<file path="config.mk">
export PLATFORM = sky130hd
export DESIGN_NAME = uart_boot_loader
export DESIGN_NICKNAME = d
export VERILOG_FILES = /design/src/rtl/uart_boot_loader.sv
export SDC_FILE = /design/constraint.sdc
export NUM_CORES = 1
export LEC_CHECK = 0
export ABC_AREA = 0
export BUFFER_PORTS_ARGS = -buffer_cell sky130_fd_sc_hd__buf_2
export CORE_UTILIZATION = 47
export DETAILED_ROUTE_END_ITERATION = 8
export PLACE_DENSITY = 0.68
export SYNTH_ARGS = -nofsm -noshare
export SYNTH_HDL_FRONTEND = slang
export SYNTH_SLANG_ARGS = --single-unit
</file>
<file path="constraint.sdc">
create_clock -name clk_sys_i -period 7.2 [get_ports clk_sys_i]
set_clock_uncertainty 0.15 [all_clocks]
set_input_delay 0.72 -clock clk_sys_i [delete_from_list [all_inputs] [get_ports clk_sys_i]]
set_output_delay 0.72 -clock clk_sys_i [all_outputs]
set_load 0.1 [all_outputs]
</file>
<file path="src/rtl/uart_boot_loader.sv">
// rtl/uart_boot_loader.sv - UART image loader that fills SRAM and releases core reset after checksum
module uart_boot_loader #(
  parameter int unsigned ClockFrequency = 50_000_000,
  parameter int unsigned BaudRate       = 115_200,
  parameter logic [31:0] BaseAddr       = 32'h0010_0000,
  parameter int unsigned MaxWords       = 16384
) (
  input  logic        clk_sys_i,
  input  logic        rst_sys_i,
  input  logic        uart_rx_i,
  output logic        mem_req_o,
  input  logic        mem_gnt_i,
  output logic [31:0] mem_addr_o,
  output logic [31:0] mem_wdata_o,
  output logic [3:0]  mem_be_o,
  output logic        core_rst_o,
  output logic        done_o,
  output logic        error_o
);
  localparam int unsigned ClksPerBit = ClockFrequency / BaudRate;
  localparam int unsigned CntW = $clog2(ClksPerBit);
  localparam logic [CntW-1:0] BitEnd  = CntW'(ClksPerBit - 1);
  localparam logic [CntW-1:0] HalfEnd = CntW'(ClksPerBit / 2 - 1);
  localparam logic [15:0] MaxLen = 16'(MaxWords);
  localparam logic [7:0] SyncByte = 8'hA5;

  typedef enum logic [1:0] {RX_IDLE, RX_START, RX_DATA, RX_STOP} rx_state_e;
  typedef enum logic [2:0] {S_SYNC, S_LEN0, S_LEN1, S_DATA, S_WRITE, S_CSUM, S_DONE, S_ERROR} state_e;

  rx_state_e       rx_state;
  logic            rx_meta, rx_sync, rx_prev;
  logic [CntW-1:0] rx_cnt;
  logic [2:0]      rx_bit;
  logic [7:0]      rx_shift, rx_byte;
  logic            rx_valid, rx_ferr;

  state_e      state, state_next;
  logic [7:0]  len_lo, csum;
  logic [15:0] len_full, words_left;
  logic [1:0]  byte_idx;
  logic [31:0] word, addr;
  logic        core_rst;

  assign len_full    = {rx_byte, len_lo};
  assign mem_addr_o  = addr;
  assign mem_wdata_o = word;
  assign mem_be_o    = 4'hF;
  assign core_rst_o  = core_rst;

  // Two-flop synchroniser on the asynchronous line, plus one more stage for falling-edge detection
  always_ff @(posedge clk_sys_i or posedge rst_sys_i) begin
    if (rst_sys_i) begin
      rx_meta <= 1'b1;
      rx_sync <= 1'b1;
      rx_prev <= 1'b1;
    end else begin
      rx_meta <= uart_rx_i;
      rx_sync <= rx_meta;
      rx_prev <= rx_sync;
    end
  end

  // Byte receiver: half-bit start recheck rejects glitches, then mid-bit sampling of data and stop
  always_ff @(posedge clk_sys_i or posedge rst_sys_i) begin
    if (rst_sys_i) begin
      rx_state <= RX_IDLE;
      rx_cnt   <= '0;
      rx_bit   <= '0;
      rx_shift <= '0;
      rx_byte  <= '0;
      rx_valid <= 1'b0;
      rx_ferr  <= 1'b0;
    end else begin
      rx_valid <= 1'b0;
      rx_ferr  <= 1'b0;
      case (rx_state)
        RX_IDLE: begin
          if (rx_prev && !rx_sync) begin
            rx_state <= RX_START;
            rx_cnt   <= '0;
          end
        end
        RX_START: begin
          if (rx_cnt == HalfEnd) begin
            rx_cnt   <= '0;
            rx_bit   <= '0;
            rx_state <= rx_sync ? RX_IDLE : RX_DATA;
          end else begin
            rx_cnt <= rx_cnt + 1'b1;
          end
        end
        RX_DATA: begin
          if (rx_cnt == BitEnd) begin
            rx_cnt   <= '0;
            rx_shift <= {rx_sync, rx_shift[7:1]};
            rx_bit   <= rx_bit + 3'd1;
            if (rx_bit == 3'd7) rx_state <= RX_STOP;
          end else begin
            rx_cnt <= rx_cnt + 1'b1;
          end
        end
        RX_STOP: begin
          if (rx_cnt == BitEnd) begin
            rx_cnt   <= '0;
            rx_state <= RX_IDLE;
            if (rx_sync) begin
              rx_valid <= 1'b1;
              rx_byte  <= rx_shift;
            end else begin
              rx_ferr <= 1'b1;
            end
          end else begin
            rx_cnt <= rx_cnt + 1'b1;
          end
        end
        default: rx_state <= RX_IDLE;
      endcase
    end
  end

  // Frame state register
  always_ff @(posedge clk_sys_i or posedge rst_sys_i) begin
    if (rst_sys_i) state <= S_SYNC;
    else           state <= state_next;
  end

  // Frame sequencing and status outputs; a framing error aborts everything except a finished load
  always_comb begin
    state_next = state;
    mem_req_o  = (state == S_WRITE);
    done_o     = (state == S_DONE);
    error_o    = (state == S_ERROR);
    if (rx_ferr && state != S_DONE) begin
      state_next = S_ERROR;
    end else begin
      case (state)
        S_SYNC, S_ERROR: if (rx_valid && rx_byte == SyncByte) state_next = S_LEN0;
        S_LEN0:          if (rx_valid) state_next = S_LEN1;
        S_LEN1: begin
          if (rx_valid) begin
            if (len_full > MaxLen)      state_next = S_ERROR;
            else if (len_full == 16'd0) state_next = S_CSUM;
            else                        state_next = S_DATA;
          end
        end
        S_DATA:  if (rx_valid && byte_idx == 2'd3) state_next = S_WRITE;
        S_WRITE: begin
          if (rx_valid)       state_next = S_ERROR;
          else if (mem_gnt_i) state_next = (words_left == 16'd1) ? S_CSUM : S_DATA;
        end
        S_CSUM:  if (rx_valid) state_next = (rx_byte == csum) ? S_DONE : S_ERROR;
        S_DONE:  state_next = S_DONE;
        default: state_next = S_SYNC;
      endcase
    end
  end

  // Word assembly, running checksum, word count and write address
  always_ff @(posedge clk_sys_i or posedge rst_sys_i) begin
    if (rst_sys_i) begin
      len_lo     <= '0;
      csum       <= '0;
      words_left <= '0;
      byte_idx   <= '0;
      word       <= '0;
      addr       <= BaseAddr;
    end else begin
      case (state)
        S_SYNC, S_ERROR: begin
          if (rx_valid && rx_byte == SyncByte) begin
            csum     <= '0;
            byte_idx <= '0;
            addr     <= BaseAddr;
          end
        end
        S_LEN0: if (rx_valid) len_lo <= rx_byte;
        S_LEN1: begin
          if (rx_valid) begin
            words_left <= len_full;
            byte_idx   <= '0;
          end
        end
        S_DATA: begin
          if (rx_valid) begin
            word[{byte_idx, 3'b000} +: 8] <= rx_byte;
            csum     <= csum ^ rx_byte;
            byte_idx <= byte_idx + 2'd1;
          end
        end
        S_WRITE: begin
          if (mem_gnt_i && !rx_valid && !rx_ferr) begin
            addr       <= addr + 32'd4;
            words_left <= words_left - 16'd1;
          end
        end
        default: ;
      endcase
    end
  end

  // Core is released one cycle after the load completes
  always_ff @(posedge clk_sys_i or posedge rst_sys_i) begin
    if (rst_sys_i) core_rst <= 1'b1;
    else           core_rst <= (state != S_DONE);
  end
endmodule
</file>
==> flow_summary_export.csv <==
group,metric,value,unit
critical_path,cp_data_arrival_time,2990,ps
floorplan,num_rows,43,
synth,synthArstFlopShare,1.00,
timing,setup_viol,0,
floorplan,die_h,122,um
timing,rsz0062_at_grt,"no",
drt,wl_per_cell,15.2,um
place,dpl.hpwl,10.0,mm
floorplan,die_area,14800,sq um
place,routabilityCongestion,0.839,
timing,max_freq,259,MHz
synth,synthFlopType,"dfrtp_1",
synth,yosys_register_bits,135,
clock_tree,cts_tree,"done",
synth,yosysUniqueCellTypes,54,
drt,antenna_left,0,
clock_tree,cts_setup_buffers,0,
global_routing,grt_max_degree,74,
global_routing,grt_pass1_vias,5025,
global_routing,grt_pass1_wl,24.6,mm
floorplan,start_util,0.483,
power_and_ir_drop,power,1.74,mW
clock_tree,ctsHoldBuffers,0,
power_and_ir_drop,vdd_ir_drop_max,0.000159,V
timing,setup_tns,0,ps
drt,drt_wl_total,14.8,mm
job,cap_violations,0,
layout,final_core_util,0.559,
drt,firstDrtPassIters,5,
clock_tree,path_clk_slew,60,ps
global_routing,overflow,0,
min_path,hold_path.class,"flop to flop",
clock_tree,clkSinkCount,135,
layout,drive_above_1_share,0.184,
timing,period_minus_slack,3860,ps
layout,multi_input_area,3120,sq um
synth,netlist_area,6730,sq um
clock_tree,cts_max_level,4,
critical_path,end_kind,"output pin",
timing,hold_viol,0,
place,port_buffers,69,
floorplan,dieWidth,122,um
timing,drv_slew,0,
power_and_ir_drop,leakagePower,3.56,nW
critical_path,crit_required,6330,ps
critical_path,worst_setup_path_start_kind,"flop",
timing,min_period_over_period,0.536,
layout,area_delta_synth_final,15.7,%
clock_tree,ctsResizeCount,0,
synth,syn_area_per_cell,9.33,sq um
drt,vias_per_cell,5.53,
layout,layout_commonest_cell,"dfrtp_1",
drt,vias,5373,
timing,max_slew_margin,0.267,
drt,dr.first_iter.drc_count,364,
synth,synth_edf_count,0,
critical_path,cp_cell_sequence,"nor2b_1, nand2b_1, inv_1, buf_2",
clock_tree,clockBufferDepth,2,
clock_tree,cts-root-buf,"clkbuf_16",
layout,seq_area,3380,sq um
synth,postSynthCellCount,721,
critical_path,path_max_fanout,27,
synth,yosys_warnings,0,
floorplan,core,13900,sq um
critical_path,path_class,"flop to output pin",
critical_path,slowest_delay,670,ps
layout,fill_cells,1238,
synth,seq_area_frac_synth,0.503,
layout,mostFrequentLayoutCells,"dfrtp_1 (130), nand2_1 (114), o21ai_0 (80)",
layout,n_antenna_cell,0,
global_routing,antenna_found_initial,0,
global_routing,grt_usage,0.213,
critical_path,cpMaxStageDelayCell,"inv_1",
clock_tree,clk_latency,430,ps
power_and_ir_drop,power_density,224,nW/um^2
timing,worstMarginPinSlew,1100,ps
clock_tree,cts_made_buffers,17,
drt,drcViolationCount,0,
run_status,status,"finished, final reports clean",
floorplan,ios,76,
layout,nets,796,
critical_path,r2r_slack,4410,ps
## final cells by class
| type | count | share of cell area |
|---|---|---|
| clock buffer | 17 | 0.0546 |
| clock inverter | 15 | 0.0217 |
| inverter | 20 | 0.00996 |
| multi-input combinational | 531 | 0.401 |
| sequential | 135 | 0.435 |
| tap | 180 | 0.0289 |
| timing repair buffer | 74 | 0.0492 |
## cells in the mapped netlist, drive strengths merged (3+ instances only)
cell	number	area share
clkbuf	31	0.017
a211oi	3	0.0033
a21oi	33	0.025
dfstp	5	0.020
nand3b	3	0.0033
nand2	114	0.064
nand2b	3	0.0028
a31oi	4	0.0037
ha	13	0.024
nor4b	3	0.0048
nor2	65	0.036
inv	20	0.011
o21ai	81	0.060
nor2b	18	0.017
mux2i	5	0.0074
nor3	17	0.013
and3	10	0.0093
a22oi	6	0.0067
xnor2	13	0.017
or3	8	0.0082
a22o	7	0.0091
dfrtp	130	0.48
nand3	19	0.014
nand4	10	0.0093
nor3b	4	0.0045
or4	4	0.0045
xor2	17	0.022
buf	8	0.0080
o22ai	4	0.0037
nor4	11	0.010
mux2	28	0.047
## worst max-delay path, delay by kind of cell, from the launching register on
| family | cells | cell delay [ps] |
|---|---|---|
| buffers and inverters | 2 | 1210 |
| AND/OR/NAND/NOR | 2 | 770 |
| flip-flops | 1 | 580 |
## registers in the layout (all words and copies together) (netlist names), 8 cells and up
signal,count
rx_shift,8
len_lo,8
words_left,16
rx_byte,8
mem_addr_o,30
mem_wdata_o,32
csum,8
rx_cnt,9
## layer usage
layer  routed length [um]  share of wire  track usage
met1                 6580           0.45        0.270
met2                 7380           0.50        0.355
met3                  640          0.043       0.0463
met4                  186          0.013       0.0833
met5                    0              0            0
## cell families after synthesis
kind of cell    synth area share
xor+xnor                  0.0390
buf+inv                   0.0364
simple gates               0.208
flops                      0.503
compound gates             0.134
mux                       0.0543
fa+ha+maj                 0.0242
other cells              0.00112
## final timing paths
path	startpoint	end	depth (start not counted)
worst min register to register	rx_meta	rx_sync	0
min in group asynchronous	rst_sys_i	mem_wdata_o[15]	2
worst max register to register	state[2]	words_left[5]	6
worst min-delay path	rx_meta	rx_sync	0
max in group asynchronous	rst_sys_i	mem_wdata_o[30]	3
worst max-delay path	state[2]	mem_req_o	4
## through the flow
stage / hold slack, ps / cell area (sq um) / setup WS, ps / instances
detailed placement: 199 / 7190 / 3800 / 940
finish: 207 / 7780 / 3340 / 972
global placement: 198 / 7190 / 3920 / 940
CTS: 208 / 7780 / 3350 / 972
floorplan: 195 / 6740 / 2730 / 725
global route: 213 / 7780 / 3080 / 972
## report_power, final
| group | internal, mW | switching, mW | total, mW |
|---|---|---|---|
| logic | 0.0245 | 0.0497 | 0.0743 |
| clock network | 0.517 | 0.351 | 0.868 |
| registers | 0.777 | 0.0249 | 0.802 |
(Power assumes the default switching activity.)
